--- config.mk ---
export PLATFORM = sky130hd
export DESIGN_NAME = pack_i_data
export DESIGN_NICKNAME = d
export VERILOG_FILES = /design/src/rtl/pack_i_data.sv
export SDC_FILE = /design/constraint.sdc
export NUM_CORES = 1
export LEC_CHECK = 0
export CAP_MARGIN = 10
export CORE_ASPECT_RATIO = 0.8
export CORE_MARGIN = 10
export CORE_UTILIZATION = 50
export CTS_CLUSTER_SIZE = 12
export DETAILED_ROUTE_END_ITERATION = 10
export PLACE_DENSITY = 0.76
export SKIP_LAST_GASP = 1
export SYNTH_ARGS = -nofsm -noshare
export SYNTH_HDL_FRONTEND = slang
export SYNTH_SLANG_ARGS = --single-unit
--- constraint.sdc ---
create_clock -name clk -period 4.4 [get_ports clk]
set_input_delay 0.44 -clock clk [delete_from_list [all_inputs] [get_ports clk]]
set_output_delay 0.44 -clock clk [all_outputs]
set_load 0.01 [all_outputs]
--- src/rtl/pack_i_data.sv ---
// Byte-stream to complex-sample packer: four link bytes per sample, rebuilt into
// sign-extended real/imaginary words and handed to the FFT input buffer.
//
// state   | meaning
// --------+-------------------------------------------------------------
// IDLE    | frame boundary; counters cleared, waiting for the first byte
// COLLECT | gathering b0..b3 of a sample; inter-byte gap timer running
// PUSH    | full sample held until the FFT input buffer takes it
module pack_i_data #(
  parameter int bit_width      = 28,
  parameter int n_points       = 256,
  parameter int timeout_cycles = 50000
) (
  input  logic                 clk,
  input  logic                 rst_n,
  input  logic                 en_i,
  input  logic [7:0]           data_in,
  input  logic                 ready_i,
  output logic [bit_width-1:0] data_re_o,
  output logic [bit_width-1:0] data_im_o,
  output logic                 valid_o,
  output logic                 done_o,
  output logic                 overrun_o,
  output logic                 timeout_o
);

  localparam int SAMPLE_W = $clog2(n_points);
  localparam int GAP_W    = $clog2(timeout_cycles + 1);

  localparam logic [1:0] IDLE    = 2'd0;
  localparam logic [1:0] COLLECT = 2'd1;
  localparam logic [1:0] PUSH    = 2'd2;

  localparam logic [SAMPLE_W-1:0] LAST_SAMPLE = SAMPLE_W'(n_points - 1);
  localparam logic [GAP_W-1:0]    GAP_LIMIT   = GAP_W'(timeout_cycles - 1);

  logic [1:0]          state;
  logic [1:0]          byte_cnt;
  logic [SAMPLE_W-1:0] sample_cnt;
  logic [GAP_W-1:0]    gap_cnt;

  logic [7:0] re_b0;
  logic [7:0] im_b1;
  logic [7:0] re_b2;
  logic [7:0] im_b3;

  logic [bit_width-1:0] re_full;
  logic [bit_width-1:0] im_full;

  // Inverse of the output serializer: bytes land in [23:8], low byte zero,
  // upper bits replicate the top byte's sign.
  always_comb begin
    re_full       = {bit_width{re_b2[7]}};
    re_full[23:0] = {re_b2, re_b0, 8'h00};
    im_full       = {bit_width{im_b3[7]}};
    im_full[23:0] = {im_b3, im_b1, 8'h00};
  end

  always_ff @(posedge clk or negedge rst_n) begin
    if (!rst_n) begin
      state      <= IDLE;
      byte_cnt   <= 2'd0;
      sample_cnt <= '0;
      gap_cnt    <= '0;
      re_b0      <= 8'h00;
      im_b1      <= 8'h00;
      re_b2      <= 8'h00;
      im_b3      <= 8'h00;
      data_re_o  <= '0;
      data_im_o  <= '0;
      valid_o    <= 1'b0;
      done_o     <= 1'b0;
      overrun_o  <= 1'b0;
      timeout_o  <= 1'b0;
    end else begin
      valid_o   <= 1'b0;
      done_o    <= 1'b0;
      timeout_o <= 1'b0;

      case (state)
        IDLE: begin
          byte_cnt   <= 2'd0;
          sample_cnt <= '0;
          gap_cnt    <= '0;
          if (en_i) begin
            re_b0    <= data_in;
            byte_cnt <= 2'd1;
            state    <= COLLECT;
          end
        end

        COLLECT: begin
          if (en_i) begin
            case (byte_cnt)
              2'd0:    re_b0 <= data_in;
              2'd1:    im_b1 <= data_in;
              2'd2:    re_b2 <= data_in;
              default: im_b3 <= data_in;
            endcase
            gap_cnt <= '0;
            if (byte_cnt == 2'd3) begin
              byte_cnt <= 2'd0;
              state    <= PUSH;
            end else begin
              byte_cnt <= byte_cnt + 2'd1;
            end
          end else if (byte_cnt != 2'd0) begin
            // Gap timer only runs with a partial sample in hand.
            if (gap_cnt == GAP_LIMIT) begin
              byte_cnt  <= 2'd0;
              gap_cnt   <= '0;
              timeout_o <= 1'b1;
            end else begin
              gap_cnt <= gap_cnt + GAP_W'(1);
            end
          end
        end

        PUSH: begin
          if (en_i) begin
            overrun_o <= 1'b1;
          end
          if (ready_i) begin
            data_re_o <= re_full;
            data_im_o <= im_full;
            valid_o   <= 1'b1;
            if (sample_cnt == LAST_SAMPLE) begin
              done_o <= 1'b1;
              state  <= IDLE;
            end else begin
              sample_cnt <= sample_cnt + SAMPLE_W'(1);
              state      <= COLLECT;
            end
          end
        end

        default: state <= IDLE;
      endcase
    end
  end

endmodule

==> results of run 1 <==
[flip-flops by register name, indices dropped and copies added (netlist names), 2 cells and up]
| name | flops |
|---|---|
| state | 2 |
| data_im_o | 16 |
| gap_cnt | 16 |
| re_b2 | 8 |
| im_b1 | 8 |
| im_b3 | 8 |
| data_re_o | 16 |
| re_b0 | 8 |
| byte_cnt | 2 |
| sample_cnt | 8 |
[final cells by class]
type / instances / share of cell area (%)
flip-flops and latches: 96 / 47.8
multi-input cells: 230 / 33.9
repair buffers: 57 / 11.2
clock buffers: 12 / 2.89
well taps: 112 / 2.79
inverters: 12 / 0.896
clock inverters: 4 / 0.597
[layer usage]
metal	wire length, µm	global-route usage (%)	vias to the layer above
li1	-	-	1334
met5	0	0	-
met2	4350	23.7	86
met3	579	3.89	8
met1	4020	19.0	1451
met4	100	4.56	0
[per-stage QoR]
stage                     utilization [%]  setup slack, ps  power [µW]  area (µm²)
final                                59.6             1780        2600        5030
after global placement               57.5             1840        2070        4850
after floorplan                         -             2370        1770        4360
after detailed placement             57.5             1770        2120        4850
after global routing                 59.6             1550        2770        5030
after CTS                            59.6             1780        2630        5030
[power breakdown]
part | internal (µW) | total, µW | switching [µW]
clock | 221 | 512 | 291
sequential | 1140 | 1300 | 157
combinational | 442 | 791 | 349
total | 1800 | 2600 | 796
[cells in the mapped netlist, types with 3 or more instances]
master / count / area share (%)
dfrtp_1: 96 / 56
mux2_2: 64 / 17
buf_4: 25 / 4.4
nand2_1: 21 / 1.8
nor2_1: 16 / 1.4
o21ai_0: 16 / 1.9
a21oi_1: 11 / 1.3
nand3_1: 11 / 1.3
inv_1: 10 / 0.87
nand4_1: 8 / 1.2
or3_1: 8 / 1.2
ha_1: 7 / 2.0
o31ai_1: 5 / 0.87
nor3_1: 4 / 0.47
or4_1: 4 / 0.70
and2_1: 3 / 0.44
and3_1: 3 / 0.44
clkbuf_1: 3 / 0.26
nor4bb_1: 3 / 0.70
[worst paths after layout]
check                                end  slack, ps
min                        data_im_o[15]        140
min in group clk               overrun_o        500
min reg2reg                    overrun_o        500
max in group asynchronous       re_b2[5]       3290
max                        data_re_o[14]       1780
max reg2reg                data_re_o[14]       1780
[cell families after synthesis]
logic type               Yosys count  synth area share, %
adder cells (fa/ha/maj)            7                 2.04
multiplexers                      66                 17.2
other                              1               0.0872
flip-flops                        96                 55.9
XOR/XNOR                           2                0.408
AO/OA/AOI/OAI                     46                 6.75
buffers and inverters             41                 5.79
AND/OR/NAND/NOR                   93                 11.8
[worst register-to-register path, stage by stage (launching register included)]
cell,delay (ps)
dfrtp_1,500
clkinv_1,290
nor2_1,210
nand2_1,530
inv_2,590
mux2_2,390
[layout by cell type (no fill, tap or decap), types with 7 or more instances in the layout]
cell type	Yosys	final
dfrtp_1	96	96
mux2_2	64	64
clkdlybuf4s50_1	0	54
nand2_1	21	21
nor2_1	16	16
o21ai_0	16	16
conb_1	1	16
nand3_1	11	11
a21oi_1	11	11
inv_1	10	10
clkbuf_8	0	10
nand4_1	8	8
or3_1	8	8
ha_1	7	7
==> results.md, run 1 <==
* 580 ps — delay of the slowest critical-path stage
* clkinv_1 -> nor2_1 -> nand2_1 -> inv_2 -> mux2_2 — crit-path cells
* 523 — non-filler instance count after layout
* 4300 µm² — Cell Area, Synth
* 0.00217 µW — static leakage
* 0.873 — Routability Congestion
* 0 — quantity of gates resized following cts
* 14.9 mm — wire length of the first global-routing pass
* dfrtp_1 — most instantiated flip-flop cell in the synthesis netlist
* 2 — number of buffer and inverter stages on the critical path
* flip-flop — launching element type of the critical path
* 96 — post-synthesis register bit count
* 507 — DP Cell Count
* 0 — initial antenna violation count
* reg2reg — Crit Path Class
* 5 — depth of the worst register-to-register path
* 39.8% — Slew headroom
* 55.9% — sequential area share after synthesis
* 8450 µm² — core area
* 350 ps — clock latency on the worst-skew pair
* 124 µm — horizontal die dimension
* 45 — count of distinct cell types in the synthesized netlist
* 425 — # nets final
* 96 — sinks on the clock net
* 60 — maximum number of pins on one net before global-route repair
* 1700 µm² — area of combinational cells with multiple inputs
* 381 MHz — fmax
* 17.3 µm — wire length per cell
* 0 — endpoints failing hold
* 9 — number of buffers created by CTS
* 3 — level count of the clock H-tree
* 0 — count of yosys warnings during synthesis
* 0.000314 V — Max IR drop VDD
* 21.4% — share of final-layout standard cells stronger than drive strength 1
* 0 — number of design rule violations left after detail routing
* 72 — I/O pin count
* 4630 ps — required time at the worst-slack endpoint
* done — CTS tree
* 12700 µm² — die outline area
* 0 — final antenna diode count
* 2879 — via total after detailed routing
* 30 — count of standard-cell rows
* 9.05 mm — wire length reported by the detailed router
* 18 — maximum net fanout on the critical path
* 517 nW/µm² — power per unit of standard cell area
* 2 — worst-case clock buffer depth
* flip-flop — critical path capture point type
* 17.0% — signed area change from the synthesized netlist to the final layout
* 0 — Max Slew Vio Count
* 707 — Layout fillers
* 2916 — via count of the first global-routing pass
* false — unrepaired setup endpoints after global routing
* 0 — final antenna-violating net count
* 6.56 mm — Post-DP HPWL
* in2async — class of the worst hold path
* 14.7% — Overall Global Routing Usage
* 0 ps — total negative setup slack
* inv_2 — slowest stage cell on the critical path
* 903 ps — worst-margin pin slew
* finished, final reports clean — status
* 10.6 ps — clock tree skew after final layout
* 0 — total of hold buffers inserted after clock tree synthesis
* 103 µm — y dimension of the die
* 100% — async set-or-reset flop fraction in the synthesized netlist
* 2620 ps — final critical-path required period
* 352 — Mapped Cells
* 0 — count of buffers added by post-CTS timing repair for setup
* clkbuf_8 — Clock Tree Root
* 12.2 µm² — Post-Synthesis Mean Instance Area
* buffers and inverters — family with the most delay on the worst path
* 59.7% — final worst-path cycle share
* 0 — # setup viols final
* 143 ps — hold_ws
* 4 — number of detailed-routing iterations run before antenna repair
* 55 — total of buffers placed on input and output ports
* 2860 ps — Worst EP arrival
* 0 — # Max-Cap Violations
* state[1] — Reg-to-Reg Start
* 50.9% — initial cell density of the core
* 0 — total congestion overflow
* 5 — Crit path depth
* 5.50 — Avg Vias per Cell
* 211 — Iter 0 DRT Violations
* 0 — number of enable-type register cells in the synthesized netlist
* 90 ps — Clock transition at path regs
* 2400 µm² — register area
* state[1] — first element of the critical path
Note: power is estimated with default switching activity, not from simulation.
==> run 2: changes to the inputs <==
--- a/config.mk
+++ b/config.mk
@@ -8,7 +8,7 @@
 export CAP_MARGIN = 10
 export CORE_ASPECT_RATIO = 0.8
 export CORE_MARGIN = 10
-export CORE_UTILIZATION = 50
+export CORE_UTILIZATION = 48
 export CTS_CLUSTER_SIZE = 12
 export DETAILED_ROUTE_END_ITERATION = 10
 export PLACE_DENSITY = 0.76
==> constraint.sdc (replaced) <==
create_clock -name clk -period 2.3 [get_ports clk]
set_input_delay 0.23 -clock clk [delete_from_list [all_inputs] [get_ports clk]]
set_output_delay 0.23 -clock clk [all_outputs]
set_load 0.01 [all_outputs]
==> run 2 against run 1 <==
  * Wire length is 1.6% higher
  * Setup slack worse by 1700 ps
  * Combinational power is 97% higher
  * Core utilization is 0.33 points higher
  * Fmax is 20% higher
  * First-iteration DRC count is 12% higher
  * Critical endpoint is now gap_cnt[15]
  * Cell area is 2.3% higher
==> results.md, run 2 (synthesis gave the netlist of run 1 again) <==
* data_im_o (16), data_re_o (16), gap_cnt (16) — leading registers by flop count
* 0 — final antenna-violating net count, unchanged
* inv_1 -> ha_1 -> and3b_4 -> or4_4 -> or4_1 -> a21oi_1 — crit-path cells
* 570 ps — delay of the slowest critical-path stage, about the same
* 90 ps — Clock transition at path regs, about the same
* 434 — # nets final, +2.1%
* false — unrepaired setup endpoints after global routing
* 457 MHz — fmax, +20%
* 0 — initial antenna violation count, unchanged
* 72 — I/O pin count, unchanged
* dfrtp_1 — commonest non-fill, non-tap cell in the layout
* 47.4% — fraction of power consumed by sequential logic, -2.5 points
* 105 µm — y dimension of the die, +1.7%
* 2899 — via total after detailed routing, +0.69%
* flip-flop — launching element type of the critical path
* 3690 µW — internal power summed over all cells, +100%
* 0 — endpoints failing hold, unchanged
* 59.9% — Layout Utilization, +0.33 points
* clkbuf_8 — Clock Tree Root
* reg2reg — Crit Path Class
* 0 — total congestion overflow, unchanged
* 0 — # Max-Cap Violations, unchanged
* 2480 ps — Worst EP arrival, -380 ps
* 55 — total of buffers placed on input and output ports, unchanged
* 2 — worst-case clock buffer depth, unchanged
* 9.19 mm — wire length reported by the detailed router, +1.6%
* 29.9% — combinational group share of total power, -0.5 points
* 14.2% — Overall Global Routing Usage, -0.51 points
* 22.7% — Clock Power Share, +3.0 points
* 30 — count of standard-cell rows, unchanged
* 0.000720 V — Max IR drop VDD, +130%
* 2190 ps — final critical-path required period, -436 ps
* 5.47 — Avg Vias per Cell, -0.64%
* 2590 ps — required time at the worst-slack endpoint, -2040 ps
* 0.881 — Routability Congestion, +0.90%
* 370 ps — clock latency on the worst-skew pair, +20 ps
* 42.2% — Slew headroom, +2.4 points
* flip-flop — critical path capture point type
* 95.2% — final worst-path cycle share, +36 points
* 702 — Layout fillers, -0.71%
* 2400 µm² — register area, about the same
* 50.0% — initial cell density of the core, -0.89 points
* 29.3% — Net Sw Frac, -1.3 points
* 1010 nW/µm² — power per unit of standard cell area, +96%
* 867 ps — worst-margin pin slew, -36.0 ps
* met2 — GRT busiest layer
* or4_4 — slowest stage cell on the critical path
* 126 µm — horizontal die dimension, +1.7%
* 5.15% — met3 Resource Use GR, +1.3 points
* 6 — maximum net fanout on the critical path, -12
* 236 — Iter 0 DRT Violations, +12%
* 3 — level count of the clock H-tree, unchanged
* 1530 µW — Net Sw Power, +92%
* 17.3 µm — wire length per cell, +0.27%
* 22.7% — fraction of met2 tracks used by global routing, -0.96 points
* 96 — sinks on the clock net, unchanged
* 9 — number of buffers created by CTS, unchanged
* 0 ps — total negative setup slack, unchanged
* 0 — Max Slew Vio Count, unchanged
* 15.4 mm — wire length of the first global-routing pass, +3.6%
* done — CTS tree
* 0.00225 µW — static leakage, +3.3%
* 23.0% — share of final-layout standard cells stronger than drive strength 1, +1.6 points
* 17.1% — met1 usage in global routing, -2.0 points
* in2async — class of the worst hold path
* 5220 µW — total power after layout, +100%
* 95 x dfrtp_1, 64 x mux2_2, 54 x clkdlybuf4s50_1 — commonest cells after routing, fill and taps aside
* 4 — number of detailed-routing iterations run before antenna repair, unchanged
* finished, final reports clean — status
* 10.5 ps — clock tree skew after final layout, -0.0981 ps
* 55 — maximum number of pins on one net before global-route repair, -8.3%
* 0 — final antenna diode count, unchanged
* 8600 µm² — core area, +1.8%
* 13200 µm² — die outline area, +3.4%
* 19.7% — signed area change from the synthesized netlist to the final layout
* 1700 µm² — area of combinational cells with multiple inputs, unchanged
* 0 — number of design rule violations left after detail routing, unchanged
* 0 — # setup viols final, unchanged
* 6.67 mm — Post-DP HPWL, +1.7%
* 3055 — via count of the first global-routing pass, +4.8%
[run 2: critical path: cells and delay by family, from the launching register on]
family                     cells  cell delay [ps]
and+or+nand+nor                3             1200
DFF                            1              420
adders and majority gates      1              230
AOI/OAI and AO/OA              1              170
buffers and inverters          1              100
[run 2: cell type report]
cell class	count	area share (%)
clock buffers	11	2.75
clock inverters	3	1.31
inverters	12	0.875
multi-input cells	230	33.1
flip-flops and latches	96	46.7
well taps	112	2.72
repair buffers	66	12.5
[run 2: what timing repair did]
item                                   CTS  global route
setup buffers                            0             0
endpoints found under the hold margin   42             0
hold buffers                             1             0
resized for setup                        0             1
setup endpoints to repair                0             1
[run 2: path summary, 6_finish.rpt]
kind	from	end	slack, ps	depth (start not counted)
min in group clk	overrun_o	overrun_o	490	1
hold reg to reg	overrun_o	overrun_o	490	1
setup reg to reg	byte_cnt[1]	gap_cnt[15]	110	6
setup / recovery	byte_cnt[1]	gap_cnt[15]	110	6
max in group asynchronous	rst_n	byte_cnt[0]	1230	3
hold / removal	rst_n	data_im_o[23]	380	2
[run 2: per-stage QoR]
step	hold slack [ps]	setup WS (ps)	cell area (µm²)	instances
after detailed placement	260	89.1	4930	515
after CTS	397	79.3	5150	530
final	384	111	5150	530
after floorplan	-65.6	271	4360	367
after global placement	255	124	4930	515
after global routing	419	19.9	5150	530
[run 2: routing by layer]
metal	wire length, µm	vias to the layer above
met3	551	13
met1	4070	1469
met2	4440	58
li1	-	1359
met5	0	-
met4	135	0
[run 2: power by group through the flow]
stage | combinational [µW] | clock (µW) | sequential, µW
after floorplan | 890 | 0 | 2490
after global placement | 1520 | 0 | 2470
after detailed placement | 1580 | 0 | 2510
after CTS | 1590 | 1220 | 2470
after global routing | 1710 | 1300 | 2540
final | 1560 | 1180 | 2480
==> run 3: changes to the inputs <==
--- a/config.mk
+++ b/config.mk
@@ -5,7 +5,6 @@
 export SDC_FILE = /design/constraint.sdc
 export NUM_CORES = 1
 export LEC_CHECK = 0
-export CAP_MARGIN = 10
 export CORE_ASPECT_RATIO = 0.8
 export CORE_MARGIN = 10
 export CORE_UTILIZATION = 48
==> results of run 3 <==
No change in the layout: final DEF, timing and power equal those of run 2.
